--- config.mk ---
export PLATFORM = sky130hd
export DESIGN_NAME = fiber_pack_addr_gen_flat
export DESIGN_NICKNAME = d
export VERILOG_FILES = /design/src/rtl/fiber_pack_addr_gen_if.sv /design/src/rtl/fiber_pack_addr_gen.sv /design/src/flat_wrapper.sv
export SDC_FILE = /design/constraint.sdc
export NUM_CORES = 2
export LEC_CHECK = 0
export CAP_MARGIN = 20
export CORE_AREA = 2 2 410 412
export CTS_CLUSTER_DIAMETER = 50
export CTS_CLUSTER_SIZE = 30
export DETAILED_ROUTE_END_ITERATION = 8
export DIE_AREA = 0 0 412 414
export GPL_TIMING_DRIVEN = 0
export PLACE_DENSITY = 0.58
export RECOVER_POWER = 100
export SLEW_MARGIN = 5
export SYNTH_ARGS = -nofsm -noshare
export SYNTH_HDL_FRONTEND = slang
export SYNTH_SLANG_ARGS = --single-unit
--- constraint.sdc ---
create_clock -name clk_120m -period 2.2 [get_ports clk_120m]
set_input_delay 0.22 -clock clk_120m [delete_from_list [all_inputs] [get_ports clk_120m]]
set_output_delay 0.22 -clock clk_120m [all_outputs]
set_load 0.01 [all_outputs]
--- src/rtl/fiber_pack_addr_gen_if.sv ---
// Sample/config inputs and RAM-write outputs of the fiber packer; master is the source side, slave is the packer.
// One interface instance per packer; widths follow the packer parameters.
interface fiber_pack_addr_gen_if #(
    parameter int NCH    = 14,
    parameter int SW     = 16,
    parameter int WORD_W = 128,
    parameter int ADDR_W = 14
);
    localparam int NWORD = (2*NCH*SW + WORD_W - 1) / WORD_W;

    logic                    pri;
    logic [31:0]             pri_cnt;
    logic [NCH*SW-1:0]       din_i;
    logic [NCH*SW-1:0]       din_q;
    logic                    data_valid;
    logic [2:0]              test_mode;
    logic [15:0]             nr_cfg;
    logic                    nr_cfg_wr;
    logic [NWORD*WORD_W-1:0] ram_din;
    logic                    ram_we;
    logic [ADDR_W-1:0]       ram_addr;
    logic                    frame_done;
    logic [15:0]             frame_cnt;
    logic                    frame_short;
    logic                    fibertx_en;

    modport master (
        output pri, pri_cnt, din_i, din_q, data_valid, test_mode, nr_cfg, nr_cfg_wr,
        input  ram_din, ram_we, ram_addr, frame_done, frame_cnt, frame_short, fibertx_en
    );

    modport slave (
        input  pri, pri_cnt, din_i, din_q, data_valid, test_mode, nr_cfg, nr_cfg_wr,
        output ram_din, ram_we, ram_addr, frame_done, frame_cnt, frame_short, fibertx_en
    );
endinterface

--- src/rtl/fiber_pack_addr_gen.sv ---
// Packs NCH I/Q channels into NWORD RAM words and writes one frame per PRI; ram_* registered 1 cycle after data_valid.
// No backpressure: the RAM accepts every write. Macro FIBER_HDR_EN adds a header word at address 0 per frame.
module fiber_pack_addr_gen #(
    parameter int NCH        = 14,
    parameter int SW         = 16,
    parameter int WORD_W     = 128,
    parameter int ADDR_W     = 14,
    parameter int NR_DEFAULT = 11100,
    parameter int TX_EN_CYC  = 240
) (
    input  logic                 clk_120m,
    input  logic                 FPGA_RESET,
    fiber_pack_addr_gen_if.slave bus
);
    localparam int NWORD = (2*NCH*SW + WORD_W - 1) / WORD_W;
    localparam int DW    = NWORD * WORD_W;
    localparam int SPW   = WORD_W / SW;
    localparam int DEPTH = 1 << ADDR_W;
    localparam int TXW   = $clog2(TX_EN_CYC + 1);
`ifdef FIBER_HDR_EN
    localparam bit HDR_EN = 1'b1;
    localparam int NR_MAX = DEPTH - 1;
`else
    localparam bit HDR_EN = 1'b0;
    localparam int NR_MAX = DEPTH;
`endif

    typedef enum logic [1:0] {ST_IDLE, ST_WRITE, ST_DONE} state_t;

    state_t            state, state_nxt;
    logic              p1, p2, pri_rise;
    logic [15:0]       nr_pending, nr_active, nr_src, nr_commit;
    logic [15:0]       n, n_nxt, n_addr;
    logic              hdr_pend, hdr_nxt;
    logic              skid_vld, skid_ld;
    logic [DW-1:0]     skid_dat;
    logic [SW-1:0]     tcnt;
    logic [SW-1:0]     slot;
    logic [DW-1:0]     pack, hdr_word;
    logic              start, accept, wr_hdr, wr_smp, wr_from_skid;
    logic [DW-1:0]     ram_din_r;
    logic              ram_we_r;
    logic [ADDR_W-1:0] ram_addr_r;
    logic [15:0]       frame_cnt_r;
    logic              frame_short_r;
    logic [TXW-1:0]    tx_cnt;

    assign pri_rise  = p1 & ~p2;
    // A config write in the same cycle as the PRI edge is the value that gets committed.
    assign nr_src    = bus.nr_cfg_wr ? bus.nr_cfg : nr_pending;
    assign nr_commit = (32'(nr_src) > NR_MAX) ? 16'(NR_MAX) : nr_src;
    assign n_addr    = HDR_EN ? n + 16'd1 : n;

    always_comb begin
        pack = '0;
        slot = '0;
        for (int j = 0; j < 2*NCH; j++) begin
            case (bus.test_mode)
                3'd0:    slot = (j % 2 == 1) ? bus.din_q[(j/2)*SW +: SW] : bus.din_i[(j/2)*SW +: SW];
                3'd1:    slot = tcnt;
                3'd2:    slot = bus.pri_cnt[SW-1:0];
                3'd3:    slot = SW'(j/2 + 1) | ((j % 2 == 1) ? {1'b1, {(SW-1){1'b0}}} : '0);
                default: slot = '0;
            endcase
            // Slot 0 sits at the MSB of word 0; word w occupies [w*WORD_W +: WORD_W].
            pack[(j/SPW)*WORD_W + (SPW-1-(j%SPW))*SW +: SW] = slot;
        end
    end

    // Header fields fill the top 112 bits of word 0; the remaining bits are zero.
    always_comb begin
        hdr_word = '0;
        hdr_word[WORD_W-1 -: 112] = {16'hA55A, frame_cnt_r, nr_active, bus.pri_cnt, 32'h0};
    end

    always_comb begin
        state_nxt    = state;
        n_nxt        = n;
        hdr_nxt      = hdr_pend;
        start        = 1'b0;
        accept       = 1'b0;
        skid_ld      = 1'b0;
        wr_hdr       = 1'b0;
        wr_smp       = 1'b0;
        wr_from_skid = 1'b0;
        case (state)
            ST_IDLE: start = pri_rise;
            ST_WRITE: begin
                if (pri_rise) begin
                    start = 1'b1;
                end else if (hdr_pend) begin
                    // A sample arriving with the header is parked for one cycle.
                    wr_hdr  = 1'b1;
                    hdr_nxt = 1'b0;
                    accept  = bus.data_valid;
                    skid_ld = bus.data_valid;
                end else if (skid_vld) begin
                    wr_smp       = 1'b1;
                    wr_from_skid = 1'b1;
                    accept       = bus.data_valid;
                    skid_ld      = bus.data_valid;
                end else if (bus.data_valid) begin
                    wr_smp = 1'b1;
                    accept = 1'b1;
                end
            end
            ST_DONE: begin
                start     = pri_rise;
                state_nxt = ST_IDLE;
            end
            default: state_nxt = ST_IDLE;
        endcase
        if (wr_smp) begin
            n_nxt = n + 16'd1;
            if (n == nr_active - 16'd1)
                state_nxt = ST_DONE;
        end
        if (start) begin
            n_nxt     = '0;
            hdr_nxt   = HDR_EN;
            state_nxt = (nr_commit == 16'd0) ? ST_DONE : ST_WRITE;
        end
    end

    always_ff @(posedge clk_120m) begin
        if (FPGA_RESET) begin
            state         <= ST_IDLE;
            p1            <= 1'b0;
            p2            <= 1'b0;
            nr_pending    <= 16'(NR_DEFAULT);
            nr_active     <= 16'(NR_DEFAULT);
            n             <= '0;
            hdr_pend      <= 1'b0;
            skid_vld      <= 1'b0;
            skid_dat      <= '0;
            tcnt          <= '0;
            ram_din_r     <= '0;
            ram_we_r      <= 1'b0;
            ram_addr_r    <= '0;
            frame_cnt_r   <= '0;
            frame_short_r <= 1'b0;
            tx_cnt        <= '0;
        end else begin
            p1       <= bus.pri;
            p2       <= p1;
            state    <= state_nxt;
            n        <= n_nxt;
            hdr_pend <= hdr_nxt;
            skid_vld <= skid_ld && (state_nxt == ST_WRITE);
            if (skid_ld)
                skid_dat <= pack;
            if (bus.nr_cfg_wr)
                nr_pending <= bus.nr_cfg;
            if (pri_rise)
                nr_active <= nr_commit;
            if (pri_rise)
                tcnt <= '0;
            else if (accept)
                tcnt <= tcnt + 1'b1;
            ram_we_r <= wr_hdr | wr_smp;
            if (wr_hdr) begin
                ram_din_r  <= hdr_word;
                ram_addr_r <= '0;
            end else if (wr_smp) begin
                ram_din_r  <= wr_from_skid ? skid_dat : pack;
                ram_addr_r <= ADDR_W'(n_addr);
            end
            if (state == ST_DONE)
                frame_cnt_r <= frame_cnt_r + 16'd1;
            if (state == ST_WRITE && pri_rise)
                frame_short_r <= 1'b1;
            if (state == ST_DONE)
                tx_cnt <= TXW'(TX_EN_CYC);
            else if (tx_cnt != '0)
                tx_cnt <= tx_cnt - 1'b1;
        end
    end

    assign bus.ram_din     = ram_din_r;
    assign bus.ram_we      = ram_we_r;
    assign bus.ram_addr    = ram_addr_r;
    assign bus.frame_done  = (state == ST_DONE);
    assign bus.frame_cnt   = frame_cnt_r;
    assign bus.frame_short = frame_short_r;
    assign bus.fibertx_en  = (tx_cnt != '0);
endmodule

--- src/flat_wrapper.sv ---
// flat-port wrapper written by rule: the top's interface ports become plain ports
module fiber_pack_addr_gen_flat 
#(
    parameter int NCH        = 14,
    parameter int SW         = 16,
    parameter int WORD_W     = 128,
    parameter int ADDR_W     = 14,
    parameter int NR_DEFAULT = 11100,
    parameter int TX_EN_CYC  = 240
)
  (clk_120m, FPGA_RESET, bus_pri, bus_pri_cnt, bus_din_i, bus_din_q, bus_data_valid, bus_test_mode, bus_nr_cfg, bus_nr_cfg_wr, bus_ram_din, bus_ram_we, bus_ram_addr, bus_frame_done, bus_frame_cnt, bus_frame_short, bus_fibertx_en);
  fiber_pack_addr_gen_if #(.NCH(NCH), .SW(SW), .WORD_W(WORD_W), .ADDR_W(ADDR_W)) bus_i ();
  input  logic clk_120m;
  input  logic FPGA_RESET;
  input wire logic [$bits(bus_i.pri)-1:0] bus_pri;
  input wire logic [$bits(bus_i.pri_cnt)-1:0] bus_pri_cnt;
  input wire logic [$bits(bus_i.din_i)-1:0] bus_din_i;
  input wire logic [$bits(bus_i.din_q)-1:0] bus_din_q;
  input wire logic [$bits(bus_i.data_valid)-1:0] bus_data_valid;
  input wire logic [$bits(bus_i.test_mode)-1:0] bus_test_mode;
  input wire logic [$bits(bus_i.nr_cfg)-1:0] bus_nr_cfg;
  input wire logic [$bits(bus_i.nr_cfg_wr)-1:0] bus_nr_cfg_wr;
  output wire logic [$bits(bus_i.ram_din)-1:0] bus_ram_din;
  output wire logic [$bits(bus_i.ram_we)-1:0] bus_ram_we;
  output wire logic [$bits(bus_i.ram_addr)-1:0] bus_ram_addr;
  output wire logic [$bits(bus_i.frame_done)-1:0] bus_frame_done;
  output wire logic [$bits(bus_i.frame_cnt)-1:0] bus_frame_cnt;
  output wire logic [$bits(bus_i.frame_short)-1:0] bus_frame_short;
  output wire logic [$bits(bus_i.fibertx_en)-1:0] bus_fibertx_en;
  assign bus_i.pri = bus_pri;
  assign bus_i.pri_cnt = bus_pri_cnt;
  assign bus_i.din_i = bus_din_i;
  assign bus_i.din_q = bus_din_q;
  assign bus_i.data_valid = bus_data_valid;
  assign bus_i.test_mode = bus_test_mode;
  assign bus_i.nr_cfg = bus_nr_cfg;
  assign bus_i.nr_cfg_wr = bus_nr_cfg_wr;
  assign bus_ram_din = bus_i.ram_din;
  assign bus_ram_we = bus_i.ram_we;
  assign bus_ram_addr = bus_i.ram_addr;
  assign bus_frame_done = bus_i.frame_done;
  assign bus_frame_cnt = bus_i.frame_cnt;
  assign bus_frame_short = bus_i.frame_short;
  assign bus_fibertx_en = bus_i.fibertx_en;
  fiber_pack_addr_gen #(.NCH(NCH), .SW(SW), .WORD_W(WORD_W), .ADDR_W(ADDR_W), .NR_DEFAULT(NR_DEFAULT), .TX_EN_CYC(TX_EN_CYC)) u_core (.clk_120m(clk_120m), .FPGA_RESET(FPGA_RESET), .bus(bus_i));
endmodule
==> flow_summary.html <==
<table>
<tr><th>Metric</th><th>Value</th></tr>
<tr><th colspan="2">Yosys</th></tr>
<tr><td>Share of cell area taken by muxes after synthesis</td><td>0.104</td></tr>
<tr><td>Adder-cell share of the synthesized area</td><td>0.00183</td></tr>
<tr><td>Synthesized area</td><td>41100 sq um</td></tr>
<tr><td>Asr flop ratio synth</td><td>0</td></tr>
<tr><td>Proportion of netlist area held by the largest area contributor</td><td>0.490</td></tr>
<tr><td>Synthesized-area fraction occupied by ao, oa, aoi and oai cells</td><td>0.214</td></tr>
<tr><td>Count of yosys warnings during synthesis</td><td>0</td></tr>
<tr><td>Post-Synth Simple-Gate Area</td><td>0.122</td></tr>
<tr><td>Distinct cell type count of the synthesized netlist</td><td>56</td></tr>
<tr><td>Post-synthesis sequential element count</td><td>between 1000 and 1500</td></tr>
<tr><td>Number of enable flip-flop cells after synthesis</td><td>0</td></tr>
<tr><td>Main combinational cell family by area after synthesis</td><td>compound AO/OA/AOI/OAI gates</td></tr>
<tr><td>Mapped Avg Cell Area</td><td>9.53 sq um</td></tr>
<tr><td>Most area-consuming cells after synthesis</td><td>sky130_fd_sc_hd__dfxtp_1 49%, sky130_fd_sc_hd__mux2i_1 10%, sky130_fd_sc_hd__a222oi_1 10%</td></tr>
<tr><td>Xor and xnor area share after synthesis</td><td>0.0139</td></tr>
<tr><td>Cell count after synthesis</td><td>around 4300</td></tr>
<tr><td>Proportion of synthesized chip area in sequential cells</td><td>0.490</td></tr>
<tr><td>Leading area contributor after synthesis</td><td>sky130_fd_sc_hd__dfxtp_1</td></tr>
<tr><td>Predominant post-synthesis flop cell</td><td>sky130_fd_sc_hd__dfxtp_1</td></tr>
<tr><th colspan="2">Timing</th></tr>
<tr><td>Upper clock frequency limit</td><td>439 MHz</td></tr>
<tr><td>Final period utilization</td><td>1.04</td></tr>
<tr><td>Min Tclk post-route</td><td>2.28 ns</td></tr>
<tr><td>Final Max Tran Viols</td><td>0</td></tr>
<tr><td>Worst-case hold slack</td><td>between 0.08 and 0.09 ns</td></tr>
<tr><td>Skew final</td><td>0.0588 ns</td></tr>
<tr><td>Number of failing setup endpoints in the final timing report</td><td>6</td></tr>
<tr><td>Number of hold violations in the final report</td><td>0</td></tr>
<tr><td>Sum of negative setup slack</td><td>-0.197 ns</td></tr>
<tr><td>Relative slew margins</td><td>0.220</td></tr>
<tr><td>Unrepaired setup endpoints after global routing</td><td>yes</td></tr>
<tr><td>Post-layout worst setup margin</td><td>-0.0796 ns</td></tr>
<tr><td>Worst Max-Slew Pin Slew</td><td>~1.2 ns</td></tr>
<tr><th colspan="2">Setup path</th></tr>
<tr><td>Most used cell along the critical path</td><td>sky130_fd_sc_hd__or4_4</td></tr>
<tr><td>CP top delay family</td><td>simple AND/OR/NAND/NOR gates</td></tr>
<tr><td>Count of buffering cells on the critical path with inverters included</td><td>1</td></tr>
<tr><td>Worst path arrival time</td><td>2.93 ns</td></tr>
<tr><td>Cell with the biggest individual delay on the critical path</td><td>sky130_fd_sc_hd__or4_4</td></tr>
<tr><td>Worst setup path start</td><td>u_core.nr_active[2]</td></tr>
<tr><td>Worst-path cell chain</td><td>buf_6 -&gt; or4_4 -&gt; or3_4 -&gt; a32oi_2 -&gt; nand3_2 -&gt; or4_4 -&gt; a21oi_2</td></tr>
<tr><td>Kind of start point of the critical path</td><td>register</td></tr>
<tr><td>Category of the worst setup path capture point</td><td>register</td></tr>
<tr><td>Critical path start-end classification</td><td>reg -&gt; reg</td></tr>
<tr><td>Maximum net fanout on the critical path</td><td>6</td></tr>
<tr><td>Crit path required time</td><td>between 2 and 3 ns</td></tr>
<tr><td>CP peak stage delay</td><td>0.55 ns</td></tr>
<tr><td>Startpoint of the worst register-to-register path</td><td>u_core.nr_active[2]</td></tr>
<tr><th colspan="2">Cells and area</th></tr>
<tr><td>Share of the core filled with cells in the final layout</td><td>0.361</td></tr>
<tr><td>Relative area change from synthesis to final layout</td><td>46.0%</td></tr>
<tr><td>Share of final-layout standard cells stronger than drive strength 1</td><td>0.116</td></tr>
<tr><td>Commonest non-fill, non-tap cell in the layout</td><td>sky130_fd_sc_hd__dfxtp_1</td></tr>
<tr><td>Top library cells by usage in the layout, fill and taps aside</td><td>994 x sky130_fd_sc_hd__dfxtp_1, 991 x sky130_fd_sc_hd__nor2_1, 497 x sky130_fd_sc_hd__clkdlybuf4s50_1, 464 x sky130_fd_sc_hd__dlygate4sd3_1, 427 x sky130_fd_sc_hd__mux2i_1</td></tr>
<tr><td>Filler cell count in the final layout</td><td>16800</td></tr>
<tr><td>Final net count</td><td>6021</td></tr>
<tr><th colspan="2">Place</th></tr>
<tr><td>HPWL after DPL</td><td>between 150000 and 200000 microns</td></tr>
<tr><td>Routability congestion estimate</td><td>about 0.95</td></tr>
<tr><td>Number of buffers added on ports</td><td>~970</td></tr>
<tr><td>Dpl ws</td><td>-1.81 ns</td></tr>
<tr><th colspan="2">Floorplan</th></tr>
<tr><td>Area of the die</td><td>171000 sq um</td></tr>
<tr><td>Overall die height</td><td>414 microns</td></tr>
<tr><td>Die X</td><td>between 400 and 500 microns</td></tr>
<tr><td>Top Ports</td><td>1050</td></tr>
<tr><td>Core Area</td><td>166000 sq um</td></tr>
<tr><td>Initial standard-cell utilization of the core</td><td>0.247</td></tr>
<tr><td>Standard-cell rows</td><td>150</td></tr>
<tr><th colspan="2">Global route</th></tr>
<tr><td>Overall routing resource usage</td><td>0.256</td></tr>
<tr><td>Pin count of the biggest net entering global routing</td><td>19</td></tr>
<tr><td>Initial antenna violation count</td><td>63</td></tr>
<tr><td>Via count of the first global-routing pass</td><td>40100</td></tr>
<tr><td>Sum of overflow across all layers after global routing</td><td>0</td></tr>
<tr><td>Global-route wire length before repair</td><td>314000 microns</td></tr>
<tr><th colspan="2">Clocking</th></tr>
<tr><td>Number of buffers on the longest clock path</td><td>3</td></tr>
<tr><td>Clock network latency to the later pin of the worst-skew pair</td><td>between 0.7 and 0.8 ns</td></tr>
<tr><td>Number of clock buffers inserted by TritonCTS</td><td>116</td></tr>
<tr><td>Clock tree from TritonCTS</td><td>yes</td></tr>
<tr><td>Count of H-tree levels built during CTS</td><td>3</td></tr>
<tr><td>Number of clock sinks seen by CTS</td><td>1005</td></tr>
<tr><td>Clock Tree Root</td><td>sky130_fd_sc_hd__clkbuf_16</td></tr>
<tr><td>Clock-pin slew on the worst setup and hold paths</td><td>~0.070 ns</td></tr>
<tr><th colspan="2">Drt</th></tr>
<tr><td>Wire length per cell</td><td>29.3 microns</td></tr>
<tr><td>Vias after detailed routing</td><td>approximately 42000</td></tr>
<tr><td>Vias per cell</td><td>5.33</td></tr>
<tr><td>Post-route DRC violation count</td><td>4</td></tr>
<tr><td>Remaining number of nets flagged by the antenna check after routing</td><td>0</td></tr>
<tr><td>DRC marker count from the first detailed-route iteration</td><td>5780</td></tr>
<tr><td>Total wirelength of the detailed-routed design</td><td>230000 microns</td></tr>
<tr><td>First-pass detailed-route iteration total</td><td>9</td></tr>
<tr><th colspan="2">Run status</th></tr>
<tr><td>Failing checks</td><td>design-rule violations, negative setup slack</td></tr>
<tr><td>Status</td><td>complete, but fails checks</td></tr>
<tr><th colspan="2">Power and ir drop</th></tr>
<tr><td>Power per unit of standard cell area</td><td>between 700 and 800 nW/um^2</td></tr>
<tr><td>Maximum vdd ir drop</td><td>0.647 mV</td></tr>
<tr><td>Leakage power total</td><td>between 20 and 30 nW</td></tr>
<tr><th colspan="2">Worst hold path</th></tr>
<tr><td>Hold_sp</td><td>bus_nr_cfg_wr</td></tr>
<tr><td>Hold crit path type</td><td>in -&gt; reg</td></tr>
<tr><th colspan="2">Run</th></tr>
<tr><td>Max-cap violations</td><td>0</td></tr>
</table>
==> layout make-up <==
| class | instances | area [sq um] | area share |
|---|---|---|---|
| clock buffers | 122 | 2940 | 0.0489 |
| clock inverters | 95 | 1180 | 0.0197 |
| inverters | 12 | 45.0 | 0.000751 |
| repair buffers | 1041 | 10600 | 0.177 |
| diodes | 32 | 80.1 | 0.00134 |
| well taps | 2204 | 2760 | 0.0460 |
| multi-input cells | 2856 | 19400 | 0.324 |
| flip-flops and latches | 1005 | 20100 | 0.336 |
| plain buffers | 479 | 2790 | 0.0465 |
==> state kept, by name, indices dropped and copies added (netlist names) <==
register                cells
u_core.n                   16
u_core.skid_vld             1
u_core.bus.frame_cnt       16
u_core.skid_dat           448
u_core.bus.frame_short      1
u_core.tx_cnt               8
u_core.nr_pending          16
u_core.nr_active           16
u_core.p2                   1
u_core.bus.ram_din        448
u_core.p1                   1
u_core.bus.ram_addr        14
u_core.bus.ram_we           1
u_core.state                2
u_core.tcnt                16
==> tightest hold or removal path: stages <==
cell                       delay [ns]
sky130_fd_sc_hd__clkbuf_1        0.22
sky130_fd_sc_hd__mux2i_1         0.24
sky130_fd_sc_hd__nand2b_1        0.10
==> path summary, 6_finish.rpt <==
check / to / slack (ns) / depth (start not counted)
worst min-delay path: u_core.nr_pending[13] / 0.09 / 3
worst max-delay path: u_core.state[1] / -0.08 / 7
worst max register to register: u_core.state[1] / -0.08 / 7
worst min register to register: u_core.bus.ram_addr[2] / 0.46 / 2
==> repair_timing <==
| action | 4_1_cts | 5_1_grt |
|---|---|---|
| gates resized for setup | 341 | 126 |
| hold buffers | 2 | 0 |
| endpoints found under the setup margin | 933 | 855 |
| pin swaps | 12 | 30 |
| setup buffers | 32 | 9 |
| endpoints found under the hold margin | 2 | 0 |
==> per-layer routing <==
metal,part of all wire,vias up,GRT usage
met4,0.053,38,0.129
met2,0.45,2438,0.401
met3,0.096,496,0.0692
met5,0.00098,-,0
li1,-,18200,-
met1,0.40,20700,0.322
==> cell usage after synthesis (all sizes together), types with 3 or more instances <==
library cell,instances
inv,11
o32ai,3
o31a,15
nor2,993
nand3,24
nor4,10
or4,4
ha,6
and3,9
nand4b,4
clkbuf,371
xor2,28
a211oi,64
nand3b,34
a22oi,14
and2,3
dfxtp,1005
a21o,411
a31oi,7
nor2b,6
a222oi,410
and4,3
o21ai,16
nand2b,14
nor3,17
a21oi,122
xnor2,37
or3,10
nand4,17
nand2,63
mux2i,427
o31ai,7
buf,127
==> cells by family after synthesis <==
logic type | count (synthesis)
compound gates | 1077
xor+xnor | 65
fa+ha+maj | 6
buf+inv | 510
flops | 1005
mux | 427
other cells | 1
simple gates | 1217
==> power breakdown <==
group          internal (mW)  leakage (nW)  switching [mW]
Sequential              18.4          8.10           0.156
Clock                   11.4          1.99            9.51
Combinational           1.81          15.5            2.45
==> metrics by stage <==
stage | instances | area, sq um | power, mW
finish | 7846 | 60000 | 43.7
global route | 7834 | 60000 | 44.8
CTS | 7806 | 59800 | 43.9
detailed placement | 7573 | 54500 | 23.0
global placement | 7540 | 53700 | 22.9
floorplan | 4371 | 41300 | 20.6
Note: power is estimated with default switching activity, not from simulation.
